File: src/rtl/dmem_arb_pkg.sv
// rtl/dmem_arb_pkg.sv - shared types and constants for the two-port dmem arbiter
package dmem_arb_pkg;
  localparam int NUM_PORTS = 2;
  localparam logic [1:0] ALIGN_MASK = 2'b11;

  typedef enum logic [1:0] {
    IDLE  = 2'd0,
    ISSUE = 2'd1,
    RESP  = 2'd2
  } arb_state_t;

  typedef logic port_id_t;

  function automatic logic is_misaligned(input logic [1:0] addr_lo);
    return (addr_lo & ALIGN_MASK) != 2'b00;
  endfunction
endpackage

File: src/rtl/dmem_arb_pick.sv
// rtl/dmem_arb_pick.sv - one-hot grant picker; fixed priority (port 0) by default,
// round-robin tie-break when DMEM_ARB_RR_EN is defined
module dmem_arb_pick
  import dmem_arb_pkg::*;
(
  input  logic [NUM_PORTS-1:0] valid,
`ifdef DMEM_ARB_RR_EN
  input  port_id_t             last_grant,
`endif
  output logic [NUM_PORTS-1:0] grant
);
  logic prefer_p1;

  always_comb begin
`ifdef DMEM_ARB_RR_EN
    prefer_p1 = (last_grant == 1'b0);
`else
    prefer_p1 = 1'b0;
`endif
    grant[0] = valid[0] & (~valid[1] | ~prefer_p1);
    grant[1] = valid[1] & (~valid[0] |  prefer_p1);
  end
endmodule

File: src/rtl/dmem_arbiter.sv
// rtl/dmem_arbiter.sv - two-port load/store arbiter and sequencer for the shared dmem
// (IDLE -> ISSUE -> RESP); DMEM_ARB_RR_EN selects round-robin arbitration
module dmem_arbiter
  import dmem_arb_pkg::*;
#(
  parameter int ADDR_W = 32,
  parameter int DATA_W = 32
) (
  input  logic                              clk,
  input  logic                              reset,
  input  logic [NUM_PORTS-1:0]              req_valid,
  input  logic [NUM_PORTS-1:0]              req_we,
  input  logic [NUM_PORTS-1:0][ADDR_W-1:0]  req_addr,
  input  logic [NUM_PORTS-1:0][DATA_W-1:0]  req_wd,
  output logic [NUM_PORTS-1:0]              req_ready,
  output logic [NUM_PORTS-1:0]              rsp_valid,
  output logic [DATA_W-1:0]                 rsp_rd,
  output logic                              rsp_err,
  output logic                              mem_read,
  output logic                              mem_write,
  output logic [ADDR_W-1:0]                 mem_addr,
  output logic [DATA_W-1:0]                 mem_wd,
  input  logic [DATA_W-1:0]                 mem_rd,
  output logic                              busy
);
  arb_state_t           state_q, state_d;
  logic                 we_q, we_d;
  logic [ADDR_W-1:0]    addr_q, addr_d;
  logic [DATA_W-1:0]    wd_q, wd_d;
  port_id_t             id_q, id_d;
  logic [DATA_W-1:0]    rsp_rd_q, rsp_rd_d;
  logic                 rsp_err_q, rsp_err_d;
  logic [NUM_PORTS-1:0] grant;
  port_id_t             grant_id;
  logic                 in_idle, in_issue, in_resp, misaligned;

`ifdef DMEM_ARB_RR_EN
  port_id_t last_q, last_d;

  dmem_arb_pick u_pick (
    .valid      (req_valid),
    .last_grant (last_q),
    .grant      (grant)
  );
`else
  dmem_arb_pick u_pick (
    .valid (req_valid),
    .grant (grant)
  );
`endif

  assign in_idle    = (state_q == IDLE);
  assign in_issue   = (state_q == ISSUE);
  assign in_resp    = (state_q == RESP);
  assign misaligned = is_misaligned(addr_q[1:0]);
  assign grant_id   = grant[1];

  assign req_ready = (in_idle && !reset) ? grant : '0;
  assign busy      = !in_idle;

  // Strobes gated by ~reset so an ISSUE cycle cut short by reset never writes.
  assign mem_read  = in_issue & ~we_q & ~misaligned & ~reset;
  assign mem_write = in_issue &  we_q & ~misaligned & ~reset;
  assign mem_addr  = in_issue ? addr_q : '0;
  assign mem_wd    = in_issue ? wd_q : '0;

  assign rsp_valid = in_resp ? {id_q, ~id_q} : '0;
  assign rsp_rd    = rsp_rd_q;
  assign rsp_err   = rsp_err_q;

  always_comb begin
    state_d   = state_q;
    we_d      = we_q;
    addr_d    = addr_q;
    wd_d      = wd_q;
    id_d      = id_q;
    rsp_rd_d  = rsp_rd_q;
    rsp_err_d = rsp_err_q;
`ifdef DMEM_ARB_RR_EN
    last_d    = last_q;
`endif
    case (state_q)
      IDLE: begin
        if (|req_ready) begin
          we_d    = req_we[grant_id];
          addr_d  = req_addr[grant_id];
          wd_d    = req_wd[grant_id];
          id_d    = grant_id;
          state_d = ISSUE;
`ifdef DMEM_ARB_RR_EN
          last_d  = grant_id;
`endif
        end
      end
      ISSUE: begin
        rsp_err_d = misaligned;
        rsp_rd_d  = misaligned ? '0 : mem_rd;
        state_d   = RESP;
      end
      RESP: begin
        rsp_err_d = 1'b0;
        rsp_rd_d  = '0;
        state_d   = IDLE;
      end
      default: state_d = IDLE;
    endcase
  end

  always_ff @(posedge clk) begin
    if (reset) begin
      state_q   <= IDLE;
      we_q      <= 1'b0;
      addr_q    <= '0;
      wd_q      <= '0;
      id_q      <= 1'b0;
      rsp_rd_q  <= '0;
      rsp_err_q <= 1'b0;
`ifdef DMEM_ARB_RR_EN
      last_q    <= 1'b1;
`endif
    end else begin
      state_q   <= state_d;
      we_q      <= we_d;
      addr_q    <= addr_d;
      wd_q      <= wd_d;
      id_q      <= id_d;
      rsp_rd_q  <= rsp_rd_d;
      rsp_err_q <= rsp_err_d;
`ifdef DMEM_ARB_RR_EN
      last_q    <= last_d;
`endif
    end
  end
endmodule

File: config.mk
export PLATFORM = sky130hd
export DESIGN_NAME = dmem_arbiter
export DESIGN_NICKNAME = d
export VERILOG_FILES = /design/src/rtl/dmem_arb_pkg.sv /design/src/rtl/dmem_arb_pick.sv /design/src/rtl/dmem_arbiter.sv
export SDC_FILE = /design/constraint.sdc
export NUM_CORES = 1
export LEC_CHECK = 0
export ABC_AREA = 1
export CAP_MARGIN = 20
export CORE_UTILIZATION = 44
export CTS_BUF_LIST = sky130_fd_sc_hd__clkbuf_16
export DETAILED_ROUTE_END_ITERATION = 6
export PLACE_DENSITY = 0.86
export SLEW_MARGIN = 30
export SYNTH_ARGS = -nofsm -noshare
export SYNTH_HDL_FRONTEND = slang
export SYNTH_SLANG_ARGS = --single-unit
File: constraint.sdc
create_clock -name clk -period 2.9 [get_ports clk]
set_clock_uncertainty 0.15 [all_clocks]
set_input_delay 0.435 -clock clk [delete_from_list [all_inputs] [get_ports clk]]
set_output_delay 0.435 -clock clk [all_outputs]
set_load 0.02 [all_outputs]
* Yosys cells after proc, flatten, opt, wreduce, memory -nomap -nowiden *
Index checks and enable logic that the tools add are counted.

cells by class
  $add $sub $neg = 0
  $mul = 0
  div/mod/pow operators = 0
  order comparisons = 1
  equal/unequal tests = 3
  shift operators = 0
  muxes and demuxes = 15
  bitwise gates (word level) = 12
  reductions and logical operators = 8

operators by type and width
  kind                number
  $mux 32             7
  $pmux 32 s2         1
  $and 1x1->1         7
  $mux 2              3
  $not 1->1           5
  $pmux 2 s2          1
  $reduce_bool 2->1   2
  $eq 2x1->1 const B  1
  $eq 2x2->1 const B  1
  $logic_not 1->1     2
  $logic_not 2->1     1
  $lt 1x2->1 const B  1
  $mux 1              2
  $ne 2x1->1 const B  1
  $pmux 1 s2          1
  $reduce_and 2->1    1
  $reduce_or 2->1     1
  $logic_and 1x1->1   1

word-level totals
  flip-flop bits (word level) = 101
  bits in latches = 0
  bits in writable memories = 0
  bits in read-only memories = 0
  input bits = 166
  output and inout port bits = 104
  word-level logic and storage cells = 46
  memories = 0

* Longest topological paths before layout *
  depth after elaboration = 6
  gate-level depth with buffers = 9
  gate-level depth less buffers = 8

* Cells and area by module *
From an unflattened synthesis, not the netlist that was laid out.

second synthesis, totals
  cell total of the unflattened synthesis = 818
  area, all modules = 5136.2 µm²

modules (own cells, without submodules)
  module         instances  cells each  area an instance (µm²)  seq. area each (µm²)
  dmem_arbiter   1          815         5118.7                  2021.9
  dmem_arb_pick  1          3           17.5                    0.0

* Worst setup path after synthesis *
Ideal clock, no wire load.

  kind = reg2out
  start point = reg state_q[1]
  end point = out mem_read
  arrival = 1389 ps
  required time = 2315 ps
  path slack = 926 ps
  cell stages (with the launch flop) = 6
  buffers on the path = 1
  path through = dfxtp_1 -> inv_1 -> ha_1 -> clkbuf_1 -> nand2_1 -> nor3_1

on the way
  word-level cells in the longest chain between the ends = 4

RTL lines
  element                   RTL line             RTL
  from (decl)               dmem_arbiter.sv:26   arb_state_t state_q, state_d;
  from (signal assigned)    dmem_arbiter.sv:122  state_q <= state_d;
  $eq 2x1->1                dmem_arbiter.sv:53   assign in_issue = (state_q == ISSUE);
  $and 1x1->1 (3 in a row)  dmem_arbiter.sv:62   assign mem_read = in_issue & ~we_q & ~misaligned & ~reset;
  to (decl)                 dmem_arbiter.sv:19   output logic mem_read,

No other way between the ends.

* Final worst setup path *
  start point = reg state_q[1]
  end point = out mem_addr[24]

on the way
  word-level cells in the longest chain between the ends = 2

RTL lines
  element     RTL line            RTL
  $eq 2x1->1  dmem_arbiter.sv:53
  $mux 32     dmem_arbiter.sv:64  assign mem_addr = in_issue ? addr_q : '0;
  to (decl)   dmem_arbiter.sv:21  output logic [ADDR_W-1:0] mem_addr,

No other way between the ends.

==> impl_metrics.env <==
export IMPL_slew_headroom_pct=50.5
export IMPL_postSynth_asyncResetShare_pct=0
export IMPL_end_kind="output pin"
export IMPL_ctsHtreeMaxLevel=3
export IMPL_period_share_pct=93.6
export IMPL_p_sw_mw=2.14
export IMPL_swShare_pct=38.4
export IMPL_start_util_pct=45.4
export IMPL_finalNonFillerCells=1226
export IMPL_synth_cells=821
export IMPL_clockRootBuffer="clkbuf_16"
export IMPL_comb_power_share_pct=44.3
export IMPL_yosysMostFrequentCell="nand2_1"
export IMPL_fp_dieArea_mm2=0.0130
export IMPL_core_rowCount=40
export IMPL_finalWirelength_mm=16.5
export IMPL_clockBufferDepth=2
export IMPL_postCtsSetupRepairBufs=0
export IMPL_path_max_fanout=32
export IMPL_synthMuxAreaShare_pct=0
export IMPL_clkPwrFrac_pct=22.2
export IMPL_synth_edff_count=0
export IMPL_grt_usage_pct=25.1
export IMPL_hold_buffers=0
export IMPL_synth_xor_area_share_pct=0
export IMPL_synth_ff_type="dfxtp_1"
export IMPL_setup_violations=0
export IMPL_synth_area_mm2=0.00550
export IMPL_synthTopCellsByArea="dfxtp_1, nand2_1, nand3_1"
export IMPL_io_buffers=269
export IMPL_synth_distinct_cells=21
export IMPL_yosysSeqAreaShare_pct=36.7
export IMPL_insertion_delay_ns=0.34
export IMPL_synth_warnings=0
export IMPL_syn2layout_area_growth_pct=54.5
export IMPL_status="finished, final reports clean"
export IMPL_nNetsFinal=1224
export IMPL_synth_seq_cells=101
export IMPL_final_fill_count=1031
export IMPL_die_width_um=114
export IMPL_synth_nets=992
export IMPL_fin_hold_ws_ns=0.159
export IMPL_p_leak_nw=3.77
export IMPL_totalPowerFinal_mw=5.57
export IMPL_hold_class="in -> reg"
export IMPL_worstMarginPinSlew_ns=0.742
export IMPL_detail_route_wl_per_cell_um=13.4
export IMPL_final_max_slew_viol_count=0
export IMPL_synth_fa_ha_area_share_pct=1.14
export IMPL_path_clk_slew_ns=0.07
export IMPL_die_height_um=114
export IMPL_timing_final_crit_period_ns=2.72
export IMPL_grt_max_degree=70
export IMPL_yosysTopAreaCell="dfxtp_1"
export IMPL_dp_cells=1210
export IMPL_synth_top_family_by_area="simple AND/OR/NAND/NOR gates"
export IMPL_criticalPathCategory="reg -> out"
export IMPL_numClockSinks=101
export IMPL_cts_tree="built"
export IMPL_dp_hpwl_mm=11.4
export IMPL_power_frac_seq_pct=33.5
export IMPL_worstPathRequired_ns=2.32
export IMPL_numCtsBuffers=9
export IMPL_via_per_inst=4.82
export IMPL_rsz0062_at_grt="no"
export IMPL_drcViolationCount=0
export IMPL_hold_violations=0
export IMPL_antenna_found_initial=0
export IMPL_yosys_area_top_type_share_pct=36.7
export IMPL_post_cts_resized=0
export IMPL_avgSynthCellArea_um2=6.70
export IMPL_grt_pass1_vias=5554
export IMPL_vdd_drop_max_uv=274
export IMPL_synth_compound_area_share_pct=13.0
export IMPL_num_vias=5912
export IMPL_power_density_mw_per_mm2=655
export IMPL_ant_nets=0
export IMPL_ios=270
export IMPL_grt_pass1_wl_mm=26.1
export IMPL_cp_arrival_ns=2.13
export IMPL_design_area_mm2=0.00850
export IMPL_synth_simple_gate_area_share_pct=37.0
export IMPL_antennaDiodeCount=0
export IMPL_startpoint_type="flop"
export IMPL_drt_initial_drc_count=393
export IMPL_pre_cts_slack_ns=0.461
export IMPL_drtPass1Iterations=4
export IMPL_fin_ws_ns=0.185
export IMPL_fin_util_pct=70.2
export IMPL_core_mm2=0.0121
export IMPL_drive_gt1_share_pct=13.4
export IMPL_gp_congestion=0.813
export IMPL_p_int_mw=3.43
export IMPL_setup_tns_ns=0
export IMPL_fmax_mhz=368
export IMPL_synthTopCellsByCount="nand2_1, dfxtp_1, nand3_1"
export IMPL_grt_ovfl_total=0
export IMPL_maxCapViolCount=0
export IMPL_place_area_mm2=0.00819
worst paths after layout:
kind,endpoint,startpoint,slack (ns),cells past startpoint
max,mem_addr[24],state_q[1],0.18,6
min,we_q,reset,0.16,2
max reg2reg,rsp_rd[17],state_q[0],0.76,7
min reg2reg,rsp_rd[28],rsp_rd[28],0.31,2
power groups by stage:
| stage | sequential, mW | combinational [mW] | clock [mW] |
|---|---|---|---|
| floorplan | 2.08 | 1.32 | 0 |
| global placement | 1.88 | 2.44 | 0 |
| detailed placement | 1.89 | 2.47 | 0 |
| CTS | 1.86 | 2.48 | 1.26 |
| global route | 1.90 | 2.68 | 1.32 |
| finish | 1.87 | 2.47 | 1.24 |
routing by layer:
layer	up-vias	GRT usage, %	wire length, um
li1	3009	-	-
met1	2662	28.8	6830
met2	207	44.8	8020
met3	34	5.47	1100
met4	0	11.3	507
met5	-	0	0
cells by family (layout without fill, tap and decap cells):
group | count (synthesis) | in the layout
AO/OA/AOI/OAI | 104 | 104
adder cells (fa/ha/maj) | 5 | 5
buffers and inverters | 137 | 374
flip-flops | 101 | 101
AND/OR/NAND/NOR | 474 | 474
final cells by class:
cell class | count | area, um2 | area share, %
flip-flops and latches | 101 | 2020 | 23.8
multi-input cells | 583 | 2840 | 33.4
clock inverters | 7 | 83.8 | 0.986
inverters | 74 | 278 | 3.27
repair buffers | 284 | 2850 | 33.5
clock buffers | 9 | 225 | 2.65
well taps | 168 | 210 | 2.47
worst max-delay path: stages, from the launching register on:
cell,delay (ns)
dfxtp_1,0.32
inv_1,0.13
ha_2,0.23
buf_4,0.33
nand2_1,0.09
inv_1,0.06
clkdlybuf4s50_1,0.63
flip-flops by register name, indices dropped and copies added (netlist names):
| name | cells |
|---|---|
| we_q | 1 |
| rsp_rd | 32 |
| state_q | 2 |
| rsp_err | 1 |
| addr_q | 32 |
| wd_q | 32 |
| id_q | 1 |
cell usage in the layout (no fill, tap or decap), types with 2 or more instances in the layout:
cell type,Yosys,routed
nand2_1,315,314
dfxtp_1,101,101
inv_1,71,71
nor2_1,6,5
nor2_2,2,3
nand2_2,50,51
clkdlybuf4s50_1,0,267
buf_4,3,12
buf_12,5,4
a21oi_1,50,50
ha_1,5,4
nand3_1,100,100
inv_2,2,2
a21oi_2,51,50
clkbuf_16,0,9
clkinv_4,0,3
o21ai_0,2,2
No activity file was read; power rests on OpenSTA's default activity.
